[src/rtl/palindrome_check_arbiter.sv]
// Round-robin arbiter sharing one bit-palindrome checker between NREQ requesters.
// Accept -> check -> respond, with a saturating count of palindromic responses.
module palindrome_check_arbiter #(
  parameter int unsigned NREQ = 4,
  parameter int unsigned DW   = 8,
  parameter int unsigned IDW  = 3
) (
  input  logic               i_clk,
  input  logic               i_rst,
  input  logic [NREQ-1:0]    i_req_valid,
  input  logic [NREQ*DW-1:0] i_req_data,
  output logic [NREQ-1:0]    o_req_ready,
  output logic               o_rsp_valid,
  input  logic               i_rsp_ready,
  output logic [IDW-1:0]     o_rsp_id,
  output logic [DW-1:0]      o_rsp_data,
  output logic               o_rsp_is_pal,
  output logic [15:0]        o_pal_count,
  output logic               o_busy
);

  typedef enum logic [1:0] {StIdle, StCheck, StResp} state_e;

  state_e          r_state, w_state_nxt;
  logic [IDW-1:0]  r_prio_ptr, r_id;
  logic [IDW-1:0]  w_idx_hi, w_idx_lo, w_grant_idx, w_ptr_nxt;
  logic            w_hit_hi, w_hit_lo, w_grant_vld;
  logic [NREQ-1:0] w_grant_oh;
  logic [DW-1:0]   r_data, w_grant_data, w_data_rev;
  logic            r_pal, w_is_pal;
  logic [15:0]     r_pal_count;
  logic            w_accept, w_rsp_fire;

  // Two passes fold into one descending loop: the lowest valid index at or above
  // the pointer wins, otherwise wrap to the lowest valid index overall.
  always_comb begin
    w_hit_hi = 1'b0;
    w_hit_lo = 1'b0;
    w_idx_hi = '0;
    w_idx_lo = '0;
    for (int i = NREQ - 1; i >= 0; i--) begin
      if (i_req_valid[i]) begin
        w_hit_lo = 1'b1;
        w_idx_lo = IDW'(i);
        if (i >= int'(r_prio_ptr)) begin
          w_hit_hi = 1'b1;
          w_idx_hi = IDW'(i);
        end
      end
    end
    w_grant_vld = w_hit_lo;
    w_grant_idx = w_hit_hi ? w_idx_hi : w_idx_lo;
  end

  always_comb begin
    w_grant_oh   = '0;
    w_grant_data = '0;
    for (int i = 0; i < NREQ; i++) begin
      if (w_grant_idx == IDW'(i)) begin
        w_grant_oh[i] = w_grant_vld;
        w_grant_data  = i_req_data[i*DW +: DW];
      end
    end
    w_ptr_nxt = (w_grant_idx == IDW'(NREQ - 1)) ? '0 : w_grant_idx + IDW'(1);
  end

  always_comb begin
    w_data_rev = '0;
    for (int k = 0; k < DW; k++) begin
      w_data_rev[k] = r_data[DW-1-k];
    end
    w_is_pal = (r_data == w_data_rev);
  end

  always_comb begin
    w_state_nxt = r_state;
    o_req_ready = '0;
    w_accept    = 1'b0;
    w_rsp_fire  = 1'b0;
    unique case (r_state)
      StIdle: begin
        if (w_grant_vld) begin
          w_accept    = 1'b1;
          o_req_ready = w_grant_oh;
          w_state_nxt = StCheck;
        end
      end
      StCheck: w_state_nxt = StResp;
      StResp: begin
        if (i_rsp_ready) begin
          w_rsp_fire  = 1'b1;
          w_state_nxt = StIdle;
        end
      end
      default: w_state_nxt = StIdle;
    endcase
  end

  always_ff @(posedge i_clk) begin
    if (i_rst) begin
      r_state     <= StIdle;
      r_prio_ptr  <= '0;
      r_id        <= '0;
      r_data      <= '0;
      r_pal       <= 1'b0;
      r_pal_count <= '0;
    end else begin
      r_state <= w_state_nxt;
      if (w_accept) begin
        r_data     <= w_grant_data;
        r_id       <= w_grant_idx;
        r_prio_ptr <= w_ptr_nxt;
      end
      if (r_state == StCheck) begin
        r_pal <= w_is_pal;
      end
      if (w_rsp_fire && r_pal && (r_pal_count != 16'hFFFF)) begin
        r_pal_count <= r_pal_count + 16'd1;
      end
    end
  end

  assign o_rsp_valid  = (r_state == StResp);
  assign o_rsp_id     = r_id;
  assign o_rsp_data   = r_data;
  assign o_rsp_is_pal = r_pal;
  assign o_pal_count  = r_pal_count;
  assign o_busy       = (r_state != StIdle);

endmodule

[config.mk]
export PLATFORM = sky130hd
export DESIGN_NAME = palindrome_check_arbiter
export DESIGN_NICKNAME = d
export VERILOG_FILES = /design/src/rtl/palindrome_check_arbiter.sv
export SDC_FILE = /design/constraint.sdc
export NUM_CORES = 1
export LEC_CHECK = 0
export BUFFER_PORTS_ARGS = -buffer_cell sky130_fd_sc_hd__buf_2
export CAP_MARGIN = 10
export CORE_ASPECT_RATIO = 0.7
export CORE_MARGIN = 2
export CORE_UTILIZATION = 45
export CTS_CLUSTER_SIZE = 30
export DETAILED_ROUTE_END_ITERATION = 8
export GPL_ROUTABILITY_DRIVEN = 0
export HOLD_SLACK_MARGIN = 0.1
export PLACE_DENSITY = 0.75
export RECOVER_POWER = 50
export SETUP_SLACK_MARGIN = 0.15
export SLEW_MARGIN = 20
export SYNTH_ARGS = -nofsm -noshare
export SYNTH_HDL_FRONTEND = slang
export SYNTH_SLANG_ARGS = --single-unit
[constraint.sdc]
create_clock -name i_clk -period 2.5 [get_ports i_clk]
set_input_delay 0.25 -clock i_clk [delete_from_list [all_inputs] [get_ports i_clk]]
set_output_delay 0.25 -clock i_clk [all_outputs]
set_load 0.01 [all_outputs]
==> impl_metrics.tcl <==
set metrics [dict create \
    htreeDepth 2 \
    vias_per_cell 5.48 \
    startpoint "r_prio_ptr[0]$_SDFFE_PP0P_" \
    ctsRootBufferMaster "clkbuf_8" \
    dieArea_sq_um 4700 \
    wl_mm 4.93 \
    synth_nets 291 \
    cp_slowest_stage_delay_ns 0.38 \
    critPathTopFamily "simple AND/OR/NAND/NOR gates" \
    ctsResizeCount 0 \
    worstSetupPathType "flip-flop to primary output" \
    cts_tree "done" \
    yosys.area.top_type_share_pct 33.2 \
    synthMuxAreaShare_pct 1.14 \
    core_sq_um 3950 \
    timing.final.crit_share_pct 90.1 \
    overflow 0 \
    dr.pass1.iters 4 \
    grt_pass1_wl_mm 7.67 \
    clock_path_buffers 2 \
    synth_enable_flop_cells 0 \
    irDropWorstVdd_mv 0.374 \
    die_h_um 58.0 \
    powerDensity_nw_per_um2 614 \
    worst_slew_pin_slew_ns 0.558 \
    dieWidth_um 81.1 \
    wl_per_cell_um 13.5 \
    worstPathArrival_ns 2.00 \
    synth_fa_ha_area_share_pct 3.34 \
    insertion_delay_ns 0.28 \
    clk_pin_slew_ns 0.06 \
    path_buf_inv 2 \
    r2r-start "o_pal_count[0]$_SDFFE_PP0P_" \
    syn_inst 247 \
    critPathLaunchType "flip-flop" \
    hold_class "primary input to flip-flop" \
    yosysUniqueCellTypes 43 \
    yosysWarningCount 0 \
    start_util_pct 47.4 \
    finalHoldWorstSlack_ns 0.285 \
    max_freq_mhz 444 \
    dp_hpwl_mm 3.57 \
    cap_viol_max_count 0 \
    antenna_left 0 \
    clock_sinks 31 \
    relSlewSlack_pct 62.6 \
    critPathRequiredTime_ns 2.25 \
    cts_hold_buf 0 \
    grt_max_degree 22 \
    area_growth_pct 24.0 \
    synth-main-ff-cell "dfxtp_1" \
    critPathSlowestCell "ha_2" \
    critPathCaptureType "primary output" \
    status "completed" \
    rsz0062_at_grt "false" \
    hold_viol_final 0 \
    setup_viol_count_final 0 \
    cts_buffers 5 \
    n_antenna_cell 0 \
    path_max_fanout 17 \
    synth_top_family_by_area "compound AO/OA/AOI/OAI gates" \
    yosysTopAreaCell "dfxtp_1" \
    synth_compound_area_share_pct 27.8 \
    num_vias 1994 \
    drc_errors 0 \
    netlist_area_sq_um 1870 \
    finalSetupTns_ns 0 \
    first_iter_violations 121 \
    yosys.area_share.simple_pct 24.9 \
    final_max_slew_viol_count 0 \
    hp-start "i_req_data[26]" \
    avgSynthCellArea_sq_um 7.58 \
    leakage_uw 0.000952 \
    post-cts-setup-buffer-count 0 \
    synth_area_leaders "dfxtp_1 33%, a21oi_1 11%, o21ai_0 5.9%" \
    io_pins 73 \
    path_cells "nor2b_1, a311oi_2, or2_2, inv_1, ha_2, and2_1, buf_2" \
    portBuffers 71 \
    grt_usage_pct 21.1 \
    seq_area_frac_synth_pct 33.2 \
    drive_gt1_share_pct 21.5 \
    antenna_found_initial 0 \
    fin_skew_ns 0.00906 \
    synthXorXnorAreaFrac_pct 1.87 \
    final.min_clock_period_ns 2.25 \
    synth-async-reset-ratio_pct 0 \
    fin_nets 356 \
    grt_pass1_vias 1712 \
    ys_ff_latch 31 \
    rows 19 \
    num-fill-cells 403 \
]
==> routing by layer <==
metal	GRT usage, %	wire, um	vias to the layer above
li1	-	-	1025
met1	30.1	2560	921
met2	30.3	2140	41
met3	4.98	188	7
met4	9.20	48	0
met5	0	0	-
==> cells in the final DEF, fill, tap and decap left out, drive strengths merged, types with 6 or more instances in the layout <==
cell	Yosys	final
buf	3	47
a21oi	42	42
clkbuf	15	35
dfxtp	31	31
o21ai	22	22
nand2	20	20
inv	18	18
or4	9	9
nor2	8	8
a22oi	8	8
nand3	7	7
and2	6	6
o31ai	6	6
==> report_power, final <==
part	leakage [uW]	internal, uW	switching, uW
combinational	0.000653	192	251
sequential	0.000253	539	41.4
clock	0.0000470	216	184
==> area by class of cell <==
type                            count  area, sq um  share of cell area [%]
Clock buffer                        6         82.6                    3.56
Clock inverter                      1         5.00                   0.216
Inverter                           18         67.6                    2.91
Multi-Input combinational cell    180         1120                    48.4
Sequential cell                    31          621                    26.7
Tap cell                           52         65.1                    2.80
Timing Repair Buffer               76          357                    15.4
==> path summary, 6_finish.rpt <==
kind                                                    end  slack (ns)  cells after the start
worst max-delay path                         o_req_ready[2]        0.25                      7
worst min-delay path             o_rsp_data[2]$_SDFFE_PP0P_        0.28                      3
worst min register to register   r_prio_ptr[0]$_SDFFE_PP0P_        0.49                      2
worst max register to register  o_pal_count[6]$_SDFFE_PP0P_        0.39                      5
==> cells in the mapped netlist, types with 3 or more instances <==
library cell	number
ha_1	5
a311oi_1	3
nor2_1	8
dfxtp_1	31
a21oi_1	42
nor2b_1	3
a22oi_1	8
nor4_1	3
nand2b_1	4
o31ai_1	6
or2_2	3
o21ai_0	22
nand4_1	4
clkbuf_1	14
and2_1	6
o41ai_1	3
or4_1	9
inv_1	18
nand3_1	6
nand2_1	20
==> metrics by stage <==
step | setup WS [ns] | instance area [sq um] | utilization, % | instances | power, uW
after global routing | 0.141 | 2320 | 58.8 | 364 | 1520
after detailed placement | 0.332 | 2260 | 57.2 | 357 | 1030
final | 0.247 | 2320 | 58.8 | 364 | 1420
after floorplan | 0.309 | 1870 | - | 247 | 885
after CTS | 0.155 | 2340 | 59.4 | 364 | 1430
after global placement | 0.358 | 2260 | 57.2 | 357 | 1020
==> logic make-up (layout without fill, tap and decap cells) <==
logic type	count (synthesis)	after routing
mux	2	2
fa+ha+maj	5	5
xor+xnor	4	4
other cells	1	1
compound gates	89	89
flops	31	31
buf+inv	36	101
simple gates	79	79
==> sequential cells by signal (all words and copies together) (netlist names) <==
| signal | count |
|---|---|
| o_pal_count | 16 |
| o_rsp_is_pal | 1 |
| r_state | 2 |
| o_rsp_id | 2 |
| o_rsp_data | 8 |
| r_prio_ptr | 2 |
==> worst register-to-register path, stage by stage, from the launching register on <==
cell      delay [ns]
dfxtp_1         0.46
ha_1            0.26
nand4_2         0.21
or2_1           0.38
a311oi_1        0.33
mux2_2          0.36
Power figures use the tool's default switching activity.
